**config.mk**
```make
export PLATFORM = sky130hd
export DESIGN_NAME = data_bus_arbiter_flat
export DESIGN_NICKNAME = d
export VERILOG_FILES = /design/src/rtl/data_bus_arbiter_pkg.sv /design/src/rtl/data_bus_arbiter_if.sv /design/src/rtl/data_bus_arbiter_rr_priority_pick.sv /design/src/rtl/data_bus_arbiter.sv /design/src/flat_wrapper.sv
export SDC_FILE = /design/constraint.sdc
export NUM_CORES = 1
export LEC_CHECK = 0
export ABC_AREA = 1
export CAP_MARGIN = 20
export CORE_ASPECT_RATIO = 1.4
export CORE_UTILIZATION = 48
export CTS_BUF_LIST = sky130_fd_sc_hd__clkbuf_2
export CTS_CLUSTER_DIAMETER = 200
export CTS_CLUSTER_SIZE = 14
export DETAILED_ROUTE_END_ITERATION = 12
export PLACE_DENSITY = 0.71
export SLEW_MARGIN = 20
export SYNTH_ARGS = -nofsm -noshare
export SYNTH_HDL_FRONTEND = slang
export SYNTH_SLANG_ARGS = --single-unit
```
**constraint.sdc**
```tcl
create_clock -name clk_i -period 1.8 [get_ports clk_i]
set_clock_uncertainty 0.1 [all_clocks]
set_input_delay 0.27 -clock clk_i [delete_from_list [all_inputs] [get_ports clk_i]]
set_output_delay 0.27 -clock clk_i [all_outputs]
set_load 0.02 [all_outputs]
```
**src/rtl/data_bus_arbiter_pkg.sv**
```systemverilog
// Shared encodings for the data bus arbiter and the 3-to-1 data bus multiplexer.
// Select codes live here so the arbiter and the mux decode the same constants.
package data_bus_arbiter_pkg;

    localparam int NUM_SRC = 3;

    typedef enum logic [1:0] {
        IDLE = 2'd0,
        OWN  = 2'd1,
        GAP  = 2'd2
    } state_e;

    localparam logic [1:0] SEL_ALU  = 2'b00;
    localparam logic [1:0] SEL_MEM  = 2'b01;
    localparam logic [1:0] SEL_RF   = 2'b10;
    localparam logic [1:0] SEL_NONE = 2'b11;

    localparam logic [1:0] REQ_ALU = 2'd0;
    localparam logic [1:0] REQ_MEM = 2'd1;
    localparam logic [1:0] REQ_RF  = 2'd2;

    // Round-robin successor, modulo the three requesters.
    function automatic logic [1:0] next_idx(input logic [1:0] i);
        return (i >= REQ_RF) ? REQ_ALU : i + 2'd1;
    endfunction

    function automatic logic [1:0] idx2sel(input logic [1:0] i);
        case (i)
            REQ_ALU: return SEL_ALU;
            REQ_MEM: return SEL_MEM;
            REQ_RF:  return SEL_RF;
            default: return SEL_NONE;
        endcase
    endfunction

endpackage

```
**src/rtl/data_bus_arbiter_if.sv**
```systemverilog
// Request/grant bundle between the bus sources and the arbiter.
// master = requester side, slave = arbiter side.
interface data_bus_arbiter_if;
    import data_bus_arbiter_pkg::*;

    logic [NUM_SRC-1:0] req;
    logic [NUM_SRC-1:0] grant;
    logic [1:0]         data_bus_sel;
    logic               bus_valid;
    logic               timeout_err;
    logic [1:0]         owner_id;

    modport master (
        output req,
        input  grant, data_bus_sel, bus_valid, timeout_err, owner_id
    );

    modport slave (
        input  req,
        output grant, data_bus_sel, bus_valid, timeout_err, owner_id
    );

endinterface

```
**src/rtl/data_bus_arbiter_rr_priority_pick.sv**
```systemverilog
// Combinational round-robin picker: first eligible index scanning
// last+1, last+2, last (mod 3).
module rr_priority_pick
    import data_bus_arbiter_pkg::*;
(
    input  logic [NUM_SRC-1:0] eligible_i,
    input  logic [1:0]         last_i,
    output logic [1:0]         pick_o,
    output logic               any_o
);

    logic [1:0] cand0;
    logic [1:0] cand1;

    always_comb begin
        cand0  = next_idx(last_i);
        cand1  = next_idx(cand0);
        pick_o = last_i;
        if (eligible_i[cand0]) begin
            pick_o = cand0;
        end else if (eligible_i[cand1]) begin
            pick_o = cand1;
        end
        any_o = |eligible_i;
    end

endmodule

```
**src/rtl/data_bus_arbiter.sv**
```systemverilog
// Round-robin owner sequencing for the shared data bus with hold limit,
// timeout lockout and a turnaround gap between owners. All outputs registered.
module data_bus_arbiter
    import data_bus_arbiter_pkg::*;
#(
    parameter int unsigned MAX_HOLD   = 8,
    parameter int unsigned TURNAROUND = 1
) (
    input  logic              clk_i,
    input  logic              rst_i,
    data_bus_arbiter_if.slave bus_if
);

    localparam logic [7:0] MAX_HOLD_C = 8'(MAX_HOLD);
    localparam logic [1:0] TURN_C     = 2'(TURNAROUND);

    state_e             state_q, state_d;
    logic [NUM_SRC-1:0] grant_q, grant_d;
    logic [1:0]         sel_q, sel_d;
    logic               tmo_q, tmo_d;
    logic [1:0]         owner_q, owner_d;
    logic [7:0]         hold_q, hold_d;
    logic [1:0]         gap_q, gap_d;
    logic [NUM_SRC-1:0] lock_q, lock_d;

    logic [NUM_SRC-1:0] eligible;
    logic [1:0]         pick;
    logic               any_elig;
    logic               own_req;
    logic               hold_at_max;
    logic               gap_done;

    assign eligible    = bus_if.req & ~lock_q;
    assign own_req     = bus_if.req[owner_q];
    assign hold_at_max = (hold_q == MAX_HOLD_C);
    assign gap_done    = (gap_q == TURN_C);

    rr_priority_pick u_pick (
        .eligible_i (eligible),
        .last_i     (owner_q),
        .pick_o     (pick),
        .any_o      (any_elig)
    );

    always_ff @(posedge clk_i) begin
        if (rst_i) begin
            state_q <= IDLE;
            grant_q <= '0;
            sel_q   <= SEL_NONE;
            tmo_q   <= 1'b0;
            owner_q <= REQ_RF;
            hold_q  <= '0;
            gap_q   <= '0;
            lock_q  <= '0;
        end else begin
            state_q <= state_d;
            grant_q <= grant_d;
            sel_q   <= sel_d;
            tmo_q   <= tmo_d;
            owner_q <= owner_d;
            hold_q  <= hold_d;
            gap_q   <= gap_d;
            lock_q  <= lock_d;
        end
    end

    always_comb begin
        state_d = state_q;
        case (state_q)
            IDLE: if (any_elig) state_d = OWN;
            OWN: begin
                if (!own_req || hold_at_max) begin
                    state_d = (TURNAROUND > 0) ? GAP : IDLE;
                end
            end
            GAP: if (gap_done) state_d = IDLE;
            default: state_d = IDLE;
        endcase
    end

    always_comb begin
        grant_d = grant_q;
        sel_d   = sel_q;
        owner_d = owner_q;
        hold_d  = hold_q;
        gap_d   = gap_q;
        tmo_d   = 1'b0;
        // A dropped request always clears its lockout, whatever the state.
        lock_d  = lock_q & bus_if.req;
        case (state_q)
            IDLE: begin
                if (any_elig) begin
                    grant_d = 3'b001 << pick;
                    sel_d   = idx2sel(pick);
                    owner_d = pick;
                    hold_d  = 8'd1;
                end
            end
            OWN: begin
                if (!own_req) begin
                    grant_d = '0;
                    sel_d   = SEL_NONE;
                    gap_d   = 2'd1;
                end else if (hold_at_max) begin
                    grant_d         = '0;
                    sel_d           = SEL_NONE;
                    gap_d           = 2'd1;
                    tmo_d           = 1'b1;
                    lock_d[owner_q] = 1'b1;
                end else begin
                    hold_d = hold_q + 8'd1;
                end
            end
            GAP: gap_d = gap_q + 2'd1;
            default: ;
        endcase
    end

    assign bus_if.grant        = grant_q;
    assign bus_if.data_bus_sel = sel_q;
    assign bus_if.bus_valid    = |grant_q;
    assign bus_if.timeout_err  = tmo_q;
    assign bus_if.owner_id     = owner_q;

endmodule

```
**src/flat_wrapper.sv**
```systemverilog
// flat-port wrapper written by rule: the top's interface ports become plain ports
module data_bus_arbiter_flat import data_bus_arbiter_pkg::*;
#(
    parameter int unsigned MAX_HOLD   = 8,
    parameter int unsigned TURNAROUND = 1
)
  (clk_i, rst_i, bus_if_req, bus_if_grant, bus_if_data_bus_sel, bus_if_bus_valid, bus_if_timeout_err, bus_if_owner_id);
  data_bus_arbiter_if bus_if_i ();
  input  logic clk_i;
  input  logic rst_i;
  input wire logic [$bits(bus_if_i.req)-1:0] bus_if_req;
  output wire logic [$bits(bus_if_i.grant)-1:0] bus_if_grant;
  output wire logic [$bits(bus_if_i.data_bus_sel)-1:0] bus_if_data_bus_sel;
  output wire logic [$bits(bus_if_i.bus_valid)-1:0] bus_if_bus_valid;
  output wire logic [$bits(bus_if_i.timeout_err)-1:0] bus_if_timeout_err;
  output wire logic [$bits(bus_if_i.owner_id)-1:0] bus_if_owner_id;
  assign bus_if_i.req = bus_if_req;
  assign bus_if_grant = bus_if_i.grant;
  assign bus_if_data_bus_sel = bus_if_i.data_bus_sel;
  assign bus_if_bus_valid = bus_if_i.bus_valid;
  assign bus_if_timeout_err = bus_if_i.timeout_err;
  assign bus_if_owner_id = bus_if_i.owner_id;
  data_bus_arbiter #(.MAX_HOLD(MAX_HOLD), .TURNAROUND(TURNAROUND)) u_core (.clk_i(clk_i), .rst_i(rst_i), .bus_if(bus_if_i));
endmodule
```
==> flow_summary_export.csv <==
group,metric,value,unit
run_status,outcome,"completed",
detailed_routing,wirelength,3080,um
logic_synthesis,synth_top_area_share,33.0,%
final_layout,final_cell_count_no_fill,260,
timing,hold_viol_final,0,
global_routing,via_count_of_the_first_global_routing_pass,1299,
logic_synthesis,synthesis.instances,202,
power_and_ir_drop,net-switching-power,1.24,mW
clocking,cts-htree-levels,1,
die,starting_density,51.7,%
detailed_routing,topRoutingLayerUsed,"met4",
logic_synthesis,synth_area_leader_cell,"sky130_fd_sc_hd__dfxtp_1",
logic_synthesis,synth_cell_types,29,
die,boundaryPins,14,
worst_setup_path,crit-reg2reg-capture,"u_core.hold_q[1]$_SDFFE_PP0P_",
final_layout,finish.instance_area,0.00163,mm^2
final_layout,final_layout_size_suffix_gt1_share,15.2,%
worst_setup_path,critical_path.top_delay_family,"buffers and inverters",
logic_synthesis,postSynthRegisterBits,23,
worst_hold_path,min_path_type,"reg2reg",
global_routing,largest_net_degree_at_the_start_of_global_routing,14,
power_and_ir_drop,share_of_total_power_in_sequential_cells,30.3,%
timing,finalCritPeriodShare,97.0,%
clocking,cts_tree,"yes",
placed_design,place_area,0.00160,mm^2
worst_setup_path,max_stage_delay,620,ps
timing,accumulated_negative_setup_slack,0,ps
clocking,clockRootBuffer,"sky130_fd_sc_hd__clkbuf_2",
worst_setup_path,worst_path_cell_with_the_longest_stage_delay,"sky130_fd_sc_hd__clkdlybuf4s50_1",
final_layout,layout.area.seq,463,um^2
job,timing.max_cap.violations,0,
power_and_ir_drop,power.clock.fraction,8.6,%
logic_synthesis,mappedNetlistNets,213,
timing,drv_slew,0,
die,die_h,65.8,um
timing,max_freq,0.573,GHz
worst_setup_path,timing.rr.start,"u_core.hold_q[0]$_SDFFE_PP0P_",
final_layout,num-fill-cells,282,
logic_synthesis,synth_area,0.00140,mm^2
worst_setup_path,critical_path.startpoint_type,"flop",
logic_synthesis,synth.yosys.seq_area_share,33.0,%
die,placement_rows,22,
die,fp.coreArea,0.00270,mm^2
timing,timing_worst_slew_pin_value,288,ps
detailed_routing,drt-initial-drc-count,30,
logic_synthesis,synth_area_per_cell,6.91,um^2
logic_synthesis,synth.area.top_cells,"sky130_fd_sc_hd__dfxtp_1, sky130_fd_sc_hd__nand2_1, sky130_fd_sc_hd__inv_1",
clocking,clk-insertion-delay-late,350,ps
timing,finalWorstPathRequiredPeriod,1750,ps
worst_setup_path,rrSetupSlack,120,ps
logic_synthesis,synth_enable_flop_cells,0,
global_routing,global_route_wire_length_before_repair,5100,um
detailed_routing,num_vias,1328,
detailed_routing,postRouteAntennaNets,0,
power_and_ir_drop,power_frac_comb,61.2,%
logic_synthesis,yosys_warnings,0,
worst_setup_path,data_required_time_of_the_worst_path,1430,ps
die,fp.dieArea,0.00313,mm^2
worst_setup_path,r2r_cells,12,
logic_synthesis,most_numerous_cell_in_the_yosys_netlist,"sky130_fd_sc_hd__nand2_1",
power_and_ir_drop,cellPowerDensity,1540,mW/mm^2
logic_synthesis,asyncSetResetFlopFracSynth,0,%
clocking,tritoncts.num_buffers,3,
worst_setup_path,worstPathBufferInverterCount,1,
worst_setup_path,crit_path_end_kind,"primary output",
timing,worst_slew_margin_rel,80.7,%
placed_design,buffer_ports.inserted,13,
placed_design,dpl.hpwl,2460,um
worst_hold_path,hold_start,"u_core.lock_q[0]$_SDFF_PP0_",
clocking,cts.reportedPaths.clkPinSlew,220,ps
clocking,cts_post_setup_buffers_inserted,0,
global_routing,overflow,0,
final_layout,final_net_count,236,
final_layout,area_growth,16.5,%
final_layout,insertedDiodeCount,0,
worst_setup_path,critical_path_peak_fanout,3,
global_routing,grt_antenna_before_repair,0,
detailed_routing,drc,0,
worst_setup_path,cp_data_arrival_time,1380,ps
clocking,cts.sinks,23,
timing,rsz0062_at_grt,"no",
worst_setup_path,crit_type,"reg2out",
global_routing,globalRouteTotalUtil,22.7,%
worst_hold_path,hold_ep,"u_core.lock_q[0]$_SDFF_PP0_",
die,x_dimension_of_the_die,47.6,um
power_and_ir_drop,int_power,1.26,mW
detailed_routing,dr_wl_met2,1690,um
detailed_routing,route.detailed.vias_per_inst,5.11,
timing,final_critical_path_setup_slack,54.6,ps
power_and_ir_drop,switching_share,49.5,%
placed_design,dp.cells,256,
power_and_ir_drop,peak_supply_drop,832,uV
final_layout,multi_input_comb_area,797,um^2
detailed_routing,route.met3.wl,51,um
clocking,ctsLongestPathBuffers,2,
placed_design,dp_worst_setup_slack,-92.3,ps
power_and_ir_drop,power_leakage,0.717,nW
worst_hold_path,worst_hold_path.num_cells,2,
placed_design,gp_routability_congestion,0.778,
detailed_routing,drt_pre_antenna_iters,4,
timing,timing.final.setup_violations,0,
detailed_routing,post_drt_wl_per_cell,11.8,um
logic_synthesis,synth-main-ff-cell,"sky130_fd_sc_hd__dfxtp_1",
worst_setup_path,timing.critical_path.cells,"clkdlybuf4s50_1",
detailed_routing,wl_met1,1280,um
logic_synthesis,ys_top_cells_by_count,"sky130_fd_sc_hd__nand2_1, sky130_fd_sc_hd__inv_1, sky130_fd_sc_hd__dfxtp_1",
## flip-flops by register name, indices dropped and copies added (netlist names)
name                        cells
u_core.bus_if.data_bus_sel      2
u_core.bus_if.grant             3
u_core.bus_if.owner_id          2
u_core.bus_if.timeout_err       1
u_core.gap_q                    2
u_core.hold_q                   8
u_core.lock_q                   3
u_core.state_q                  2
## placed cells by master, fill, tap and decap left out, drive strengths merged, types with 2 or more instances in the layout
cell	synthesis	final
nand4	3	3
dlygate4sd2	0	3
ha	6	6
nor3	7	7
o21ai	11	11
nor4	2	2
clkbuf	1	3
clkdlybuf4s50	0	9
nor2	22	22
xor2	3	3
a21oi	16	16
nand3	15	15
inv	29	29
nand2	59	59
dfxtp	23	23
buf	2	8
## how the worst max path moves through the flow
stage,to,cells after the start,startpoint,slack [ps]
floorplan,u_core.hold_q[1]$_SDFFE_PP0P_,10,u_core.state_q[1]$_SDFFE_PP0P_,180
global placement,u_core.hold_q[1]$_SDFFE_PP0P_,10,bus_if_req[2],-30
CTS,bus_if_grant[2],1,u_core.bus_if.grant[2]$_SDFFE_PP0P_,50
global route,u_core.hold_q[4]$_SDFFE_PP0P_,12,u_core.hold_q[0]$_SDFFE_PP0P_,2
detailed placement,u_core.bus_if.grant[0]$_SDFFE_PP0P_,9,bus_if_req[1],-90
finish,bus_if_grant[2],1,u_core.bus_if.grant[2]$_SDFFE_PP0P_,50
## layer usage
metal	vias to the layer above	GRT usage, %
met1	617	23.1
met5	-	0
met2	15	43.0
met3	5	3.55
met4	0	8.68
li1	691	-
## power groups by stage
stage,combinational [mW],clock [mW],sequential [mW]
2_1_floorplan,1.05,0,0.819
3_3_place_gp,1.50,0,0.758
3_5_place_dp,1.56,0,0.765
4_1_cts,1.54,0.222,0.757
5_1_grt,1.71,0.240,0.776
6_report,1.53,0.215,0.758
## area by class of cell
class                      instances  area share, %
multi-input combinational        147           49.0
sequential                        23           28.5
timing repair buffer              21           11.6
inverter                          29           6.85
tap                               36           2.77
clock buffer                       3          0.924
clock inverter                     1          0.308
## metrics by stage
stage | hold WS (ps) | power (mW) | util [%]
after floorplan | 247 | 1.87 | -
after global placement | 343 | 2.26 | 59.5
after detailed placement | 353 | 2.32 | 59.5
after CTS | 377 | 2.52 | 60.2
after global routing | 390 | 2.73 | 60.3
final | 374 | 2.50 | 60.3
## what timing repair did
item / in CTS / in global routing
setup endpoints to repair: 3 / 1
gates resized for setup: 5 / 1
hold buffers: 0 / 0
## tightest hold or removal path, delay by kind of cell, from the launching register on
family | cells | cell delay [ps]
and+or+nand+nor | 1 | 50
DFF | 1 | 360
AOI/OAI and AO/OA | 1 | 50
## cells by family (layout without fill, tap and decap cells)
logic type / Yosys count / in the layout / synth area share (%)
AO/OA/AOI/OAI: 30 / 30 / 12.0
adder cells (fa/ha/maj): 6 / 6 / 5.38
buffers and inverters: 32 / 54 / 9.87
AND/OR/NAND/NOR: 108 / 108 / 37.8
XOR/XNOR: 3 / 3 / 1.88
flip-flops: 23 / 23 / 33.0
Power figures use the tool's default switching activity.
